--- src/rtl/serial_sub_pkg.sv ---
// Shared constants and FSM encoding for the bit-serial subtractor.
// The SERIAL_SUB_OVF_EN build option is handled in serial_subtractor.sv.
package serial_sub_pkg;

  localparam int SUB_DEF_N = 4;

  typedef enum logic [1:0] {
    IDLE  = 2'd0,
    SHIFT = 2'd1,
    DONE  = 2'd2
  } state_t;

endpackage

--- src/rtl/full_subtractor.sv ---
// One-bit full subtractor: d = x - y - bi, bo = borrow out.
module full_subtractor (
  input  logic x,
  input  logic y,
  input  logic bi,
  output logic d,
  output logic bo
);

  assign d  = x ^ y ^ bi;
  assign bo = (~x & y) | (~(x ^ y) & bi);

endmodule

--- src/rtl/serial_subtractor.sv ---
// LSB-first bit-serial subtractor, one bit per SHIFT cycle.
// Define SERIAL_SUB_OVF_EN to add the signed-overflow output ovf.
module serial_subtractor
  import serial_sub_pkg::*;
#(
  parameter int N = SUB_DEF_N
) (
  input  logic         clk,
  input  logic         rst_n,
  input  logic         start,
  input  logic [N-1:0] a,
  input  logic [N-1:0] b,
  input  logic         bin,
  output logic         busy,
  output logic         done,
  output logic [N-1:0] diff,
`ifdef SERIAL_SUB_OVF_EN
  output logic         ovf,
`endif
  output logic         bout
);

  localparam int CW = $clog2(N) + 1;

  state_t         r_state;
  logic [N-1:0]   r_a;
  logic [N-1:0]   r_b;
  logic [N-1:0]   r_sh;
  logic [N-1:0]   r_diff;
  logic           r_br;
  logic           r_busy;
  logic           r_done;
  logic           r_bout;
  logic [CW-1:0]  r_cnt;
  logic           w_d;
  logic           w_bo;
`ifdef SERIAL_SUB_OVF_EN
  logic           r_amsb;
  logic           r_bmsb;
  logic           r_ovf;
`endif

  full_subtractor u_fs (
    .x  (r_a[0]),
    .y  (r_b[0]),
    .bi (r_br),
    .d  (w_d),
    .bo (w_bo)
  );

  // Outputs are registered, so they trail the state by one cycle.
  always_ff @(posedge clk or negedge rst_n) begin
    if (!rst_n) begin
      r_state <= IDLE;
      r_a     <= '0;
      r_b     <= '0;
      r_sh    <= '0;
      r_diff  <= '0;
      r_br    <= 1'b0;
      r_busy  <= 1'b0;
      r_done  <= 1'b0;
      r_bout  <= 1'b0;
      r_cnt   <= '0;
`ifdef SERIAL_SUB_OVF_EN
      r_amsb  <= 1'b0;
      r_bmsb  <= 1'b0;
      r_ovf   <= 1'b0;
`endif
    end else begin
      r_busy <= (r_state != IDLE);
      r_done <= (r_state == DONE);
      unique case (r_state)
        IDLE: begin
          if (start) begin
            r_a     <= a;
            r_b     <= b;
            r_br    <= bin;
            r_sh    <= '0;
            r_cnt   <= '0;
`ifdef SERIAL_SUB_OVF_EN
            r_amsb  <= a[N-1];
            r_bmsb  <= b[N-1];
`endif
            r_state <= SHIFT;
          end
        end
        SHIFT: begin
          r_a   <= r_a >> 1;
          r_b   <= r_b >> 1;
          r_sh  <= {w_d, r_sh[N-1:1]};
          r_br  <= w_bo;
          r_cnt <= r_cnt + 1'b1;
          if (r_cnt == CW'(N - 1))
            r_state <= DONE;
        end
        DONE: begin
          r_diff  <= r_sh;
          r_bout  <= r_br;
`ifdef SERIAL_SUB_OVF_EN
          r_ovf   <= (r_amsb != r_bmsb) && (r_sh[N-1] != r_amsb);
`endif
          r_state <= IDLE;
        end
        default: r_state <= IDLE;
      endcase
    end
  end

  assign busy = r_busy;
  assign done = r_done;
  assign diff = r_diff;
  assign bout = r_bout;
`ifdef SERIAL_SUB_OVF_EN
  assign ovf  = r_ovf;
`endif

endmodule

--- config.mk ---
export PLATFORM = sky130hd
export DESIGN_NAME = serial_subtractor
export DESIGN_NICKNAME = d
export VERILOG_FILES = /design/src/rtl/serial_sub_pkg.sv /design/src/rtl/full_subtractor.sv /design/src/rtl/serial_subtractor.sv
export SDC_FILE = /design/constraint.sdc
export NUM_CORES = 1
export LEC_CHECK = 0
export BUFFER_PORTS_ARGS = -buffer_cell sky130_fd_sc_hd__buf_4
export CAP_MARGIN = 20
export CORE_MARGIN = 5
export CORE_UTILIZATION = 40
export CTS_BUF_LIST = sky130_fd_sc_hd__clkbuf_8 sky130_fd_sc_hd__clkbuf_16
export CTS_CLUSTER_DIAMETER = 50
export DETAILED_ROUTE_END_ITERATION = 8
export HOLD_SLACK_MARGIN = 0.05
export PLACE_DENSITY_LB_ADDON = 0.08
export RECOVER_POWER = 25
export SLEW_MARGIN = 20
export SYNTH_ARGS = -nofsm -noshare
export SYNTH_HDL_FRONTEND = slang
export SYNTH_SLANG_ARGS = --single-unit
export TNS_END_PERCENT = 1
--- constraint.sdc ---
create_clock -name clk -period 1.67 [get_ports clk]
set_input_delay 0.4175 -clock clk [delete_from_list [all_inputs] [get_ports clk]]
set_output_delay 0.4175 -clock clk [all_outputs]
set_load 0.05 [all_outputs]
==> run summary, run 1 <==
vias in the first global route: 715
unrepaired setup endpoints after global routing: no
metal2 WL: 919 um
Post-synth ARST share: 100%
DRT antenna net count: 0
max-cap viol count: 0
Post-Syn Area: 1060 um^2
Worst Setup Path Type: register to register
die height: 61.5 um
vias per std cell: 5.35
CTS Buf Count: 3
Pre-Repair DR Iteration Count: 4
Mapped Cells: 90
site row count: 18
worst hold path class: input port to register
CP endpoint kind: register
final worst clock skew: 0.00255 ns
flops & latches, synth: 25
Max VDD drop: 1.30 mV
startpoint types: register
crit-path max FO: 13
warnings from Yosys: 0
Nets: 125
Synth Flop Type: dfrtp_1
Crit-path slowest cell: dfrtp_1
Max Clock Freq: 0.736 GHz
worst-path cell chain: or2_1 > or3b_1 > o221a_2
core box area: 2500 um^2
commonest cells after routing, fill and taps aside: 25 x dfrtp_1, 17 x buf_4, 10 x o22ai_1
Post-synth EDFFs: 0
Tightest Pin Transition: 0.627 ns
LEAKAGE: 0.000592 uW
Crit path max-delay family: simple AND/OR/NAND/NOR gates
Worst Path Required: 1.83 ns
Final Hold Fails: 0
number of DRC markers in iteration 0: 25
dpl hpwl: 1.48 mm
ratio of cells with drive above 1 in the final layout: 26.6%
Period minus WS final: 1.36 ns
hold_buf cts: 1
clock sinks: 25
fin util: 50.7%
syn nets: 105
crit path DAT: 1.52 ns
Seq/Total Area, Yosys: 59.0%
Resize count post-CTS: 0
gpl congestion: 0.779
wl on met1: 1.08 mm
initial antenna violation count: 0
global-route wire length before repair: 3.47 mm
Sum Neg Setup Slack: 0 ns
top layer in use: met4
Die W: 61.5 um
most common cell after layout, fill and taps aside: dfrtp_1
fin crit share: 81.3%
# diodes: 0
# IOs: 19
clock latency on the worst-skew pair: 0.27 ns
CP max stage delay: 0.50 ns
crit path buf inv count: 0
postcts setup bufs: 0
filler cell count: 228
H-tree lvl count: 1
CTS tree: built
DRC: 0
slew margin rel.: 58.2%
Pwr Density: 2020 nW/um^2
Total Wirelength: 2.14 mm
Cell variety after synth: 25
fin. max-slew vios: 0
all-layer global routing usage: 13.0%
Root Buffer Master: clkbuf_8
Clock Tree Buf Depth: 2
die area: 3780 um^2
status: complete, no violations
routed length on met3: 102 um
remaining global-route overflow: 0
pin count of the biggest net entering global routing: 26
Routed WL per cell: 15.4 um
Layout area overhead: 19.5%
Syn Area/Cell: 11.8 um^2
via count: 743
port bufs: 18
Final Setup Violations: 0
Initial Util: 42.4%
Worst-path clk slew: 0.09 ns
==> registers in the layout, summed over array words and instances, names as in the netlist <==
name and cells:
bout 1, r_state 2, r_b 4, diff 4, r_sh 4, done 1
r_a 4, busy 1, r_br 1, r_cnt 3
==> where the power goes <==
group,total (uW),internal [uW],switching (uW)
Sequential,1080,875,201
Combinational,1120,461,658
Clock,364,169,195
==> path summary, 6_finish.rpt <==
check | from | endpoint | slack [ns] | depth (start not counted)
setup / recovery | r_state[0]$_DFFE_PN0P_ | r_a[2]$_DFFE_PN0P_ | 0.31 | 3
hold / removal | b[3] | r_b[3]$_DFFE_PN0P_ | 0.40 | 3
setup reg to reg | r_state[0]$_DFFE_PN0P_ | r_a[2]$_DFFE_PN0P_ | 0.31 | 3
hold reg to reg | r_sh[0]$_DFFE_PN0P_ | r_sh[0]$_DFFE_PN0P_ | 0.50 | 1
max in group asynchronous | rst_n | bout$_DFFE_PN0P_ | 0.57 | 2
min in group asynchronous | rst_n | r_a[2]$_DFFE_PN0P_ | 0.69 | 2
==> kinds of logic after synthesis <==
logic type / share of synthesized area, %
AND/OR/NAND/NOR: 8.85
buffers and inverters: 4.24
adder cells (fa/ha/maj): 4.24
multiplexers: 4.24
AO/OA/AOI/OAI: 19.5
flip-flops: 59.0
==> tightest hold or removal path: stages <==
cell and delay (ns):
buf_4 0.11, nand2_1 0.04, o21ai_0 0.07
==> Yosys cell counts (2+ instances only) <==
cell	n	area share, %
inv_1	6	2.1
nor2_1	2	0.71
ha_1	2	2.4
a22o_1	5	4.1
nand2_1	4	1.4
nand2b_1	5	2.9
buf_2	3	1.4
o21ai_0	6	2.8
dfrtp_1	25	59
mux2_2	4	4.2
o22ai_1	10	5.9
a21oi_1	5	2.4
==> area by class of cell <==
type / instances / area (um^2) / share of cell area (%)
Sequential cell: 25 / 626 / 49.4
Multi-Input combinational cell: 55 / 390 / 30.8
Timing Repair Buffer: 19 / 143 / 11.3
Clock buffer: 3 / 41.3 / 3.26
Tap cell: 30 / 37.5 / 2.96
Inverter: 6 / 22.5 / 1.78
Clock inverter: 1 / 7.51 / 0.592
==> stage by stage <==
stage | worst slack, ns | std cells | power, uW | hold slack [ns] | instance area, um^2
after floorplan | 0.499 | 90 | 1890 | 0.122 | 1060
after CTS | 0.302 | 139 | 2590 | 0.399 | 1270
final | 0.312 | 139 | 2560 | 0.402 | 1270
after global placement | 0.345 | 134 | 2200 | 0.344 | 1210
after detailed placement | 0.320 | 134 | 2220 | 0.346 | 1210
after global routing | 0.234 | 139 | 2750 | 0.415 | 1270
==> per-layer routing <==
metal | GRT usage [%] | vias up
li1 | - | 364
met1 | 20.1 | 357
met2 | 17.0 | 17
met3 | 2.52 | 5
met4 | 6.36 | 0
met5 | 0 | -
(Power assumes the default switching activity.)
==> run 2, diff against run 1 <==
- clock period: 1.67 -> 1.2 ns (I/O delays scaled with it)
==> run summary, run 2 (synthesis gave the netlist of run 1 again) <==
status: finished, violations left
failing checks: setup timing
worst hold path class: input port to register
Max Clock Freq: 0.817 GHz (+11%)
Layout area overhead: 34.6%
CTS Buf Count: 3 (unchanged)
fin crit share: 102% (+21 points)
unrepaired setup endpoints after global routing: yes
port bufs: 18 (unchanged)
DRT antenna net count: 0 (unchanged)
vias per std cell: 5.20 (-2.8%)
Crit-path slowest cell: dfrtp_1
site row count: 18 (unchanged)
Total Wirelength: 2.23 mm (+4.0%)
crit path DAT: 1.38 ns (-0.14 ns)
DRC: 0 (unchanged)
worst setup margin: -0.0235 ns (-0.335 ns)
Worst Setup Path Type: register to register
Worst Path Required: 1.36 ns (-0.47 ns)
hold endpoint: r_b[3]$_DFFE_PN0P_
worst-path cell chain: inv_2 > fa_2 > a22o_1
crit-path max FO: 2 (-11)
CTS tree: built
Period minus WS final: 1.22 ns (-0.135 ns)
slew margin rel.: 59.2% (+0.99 points)
min-delay src: b[3]
pin count of the biggest net entering global routing: 26 (unchanged)
Hold Path Depth: 3 (unchanged)
Pwr Density: 2750 nW/um^2 (+36%)
worst r2r src: r_br$_DFFE_PN0P_
RR Endpoint: r_sh[3]$_DFFE_PN0P_
dpl hpwl: 1.58 mm (+6.6%)
Final Hold Fails: 0 (unchanged)
final worst clock skew: 0.00664 ns (+0.00409 ns)
# diodes: 0 (unchanged)
R2R Setup Slk: -0.02 ns (-0.34 ns)
global-route wire length before repair: 3.67 mm (+5.8%)
CP endpoint kind: register
clock latency on the worst-skew pair: 0.27 ns (about the same)
Final Setup Violations: 2 (+2)
max-cap viol count: 0 (unchanged)
Pre-Repair DR Iteration Count: 4 (unchanged)
H-tree lvl count: 1 (unchanged)
Clock Tree Buf Depth: 2 (unchanged)
core box area: 2500 um^2 (unchanged)
most common cell after layout, fill and taps aside: buf_4
number of DRC markers in iteration 0: 21 (-16%)
die area: 3780 um^2 (unchanged)
gpl congestion: 0.755 (-3.1%)
initial antenna violation count: 0 (unchanged)
Worst-path clk slew: 0.09 ns (about the same)
startpoint types: register
die height: 61.5 um (unchanged)
commonest cells after routing, fill and taps aside: 30 x buf_4, 25 x dfrtp_1, 7 x o22ai_1
LEAKAGE: 0.000686 uW (+16%)
all-layer global routing usage: 13.4% (+0.38 points)
Routed WL per cell: 14.6 um (-5.5%)
Root Buffer Master: clkbuf_8
Initial Util: 42.4% (unchanged)
clock sinks: 25 (unchanged)
fin util: 57.1% (+6.4 points)
fin. max-slew vios: 0 (unchanged)
DP Worst Slack: -0.0196 ns (-0.340 ns)
ratio of cells with drive above 1 in the final layout: 43.1% (+16 points)
Tightest Pin Transition: 0.612 ns (-0.0149 ns)
# IOs: 19 (unchanged)
via count: 795 (+7.0%)
FF-to-FF path depth: 3 (unchanged)
Max VDD drop: 1.58 mV (+22%)
Die W: 61.5 um (unchanged)
Nets: 139 (+11%)
vias in the first global route: 794 (+11%)
remaining global-route overflow: 0 (unchanged)
CP max stage delay: 0.41 ns (-0.09 ns)
run 2: changes by cell type in the layout (fill, tap and decap cells not counted), moves of 2 or more:
| cell | change |
|---|---|
| buf_4 | +13 |
| inv_2 | +2 |
| o22ai_1 | -3 |
| o22ai_2 | +3 |
run 2: how the worst max path moves through the flow:
stage | start | endpoint | slack (ns) | cells after the start
floorplan | r_state[0]$_DFFE_PN0P_ | r_a[2]$_DFFE_PN0P_ | 0.03 | 3
global placement | r_br$_DFFE_PN0P_ | r_sh[3]$_DFFE_PN0P_ | -0.01 | 3
detailed placement | r_state[1]$_DFFE_PN0P_ | r_a[2]$_DFFE_PN0P_ | -0.02 | 3
CTS | r_state[1]$_DFFE_PN0P_ | r_a[2]$_DFFE_PN0P_ | -0.03 | 3
global route | r_state[1]$_DFFE_PN0P_ | r_a[2]$_DFFE_PN0P_ | -0.09 | 3
finish | r_br$_DFFE_PN0P_ | r_sh[3]$_DFFE_PN0P_ | -0.02 | 3
run 2: power by group:
part	switching, uW	internal (uW)	total (uW)
combinational	1070	915	1980
sequential	240	1220	1460
clock	258	229	487
total	1570	2360	3930
run 2: repair_timing:
item | in CTS | in global routing
endpoints found under the hold margin | 25 | 0
resized for setup | 5 | 8
hold buffers | 1 | 0
setup buffers | 0 | 0
setup endpoints to repair | 5 | 21
pin swaps | 1 | 1
run 2: critical path, delay by kind of cell (launching register included):
kind,cells,cell delay (ns)
compound gates,1,0.21
flops,1,0.41
buf+inv,1,0.08
fa+ha+maj,1,0.41
run 2: layout make-up:
| class | instances | area, um^2 |
|---|---|---|
| clock buffer | 3 | 41.3 |
| tap | 30 | 37.5 |
| fill | 212 | 1070 |
| multi-input combinational | 55 | 445 |
| sequential | 25 | 626 |
| inverter | 6 | 22.5 |
| clock inverter | 1 | 3.75 |
| timing repair buffer | 33 | 251 |
run 2: metal layers:
metal / part of all wire, % / GRT usage (%) / up-vias
met4: 0.72 / 3.64 / 0
met5: 0 / 0 / -
met3: 4.2 / 3.98 / 2
li1: - / - / 391
met2: 45 / 19.1 / 16
met1: 50 / 19.7 / 386
run 2: metrics by stage:
stage	area (um^2)	instances	TNS, ns	hold slack, ns	total power (uW)
after floorplan	1060	90	0	0.00441	2630
after global placement	1320	148	-0.0151	0.223	3280
after detailed placement	1320	148	-0.0223	0.220	3320
after CTS	1390	153	-0.0457	0.282	3870
after global routing	1430	153	-0.464	0.294	4200
final	1430	153	-0.0409	0.280	3930
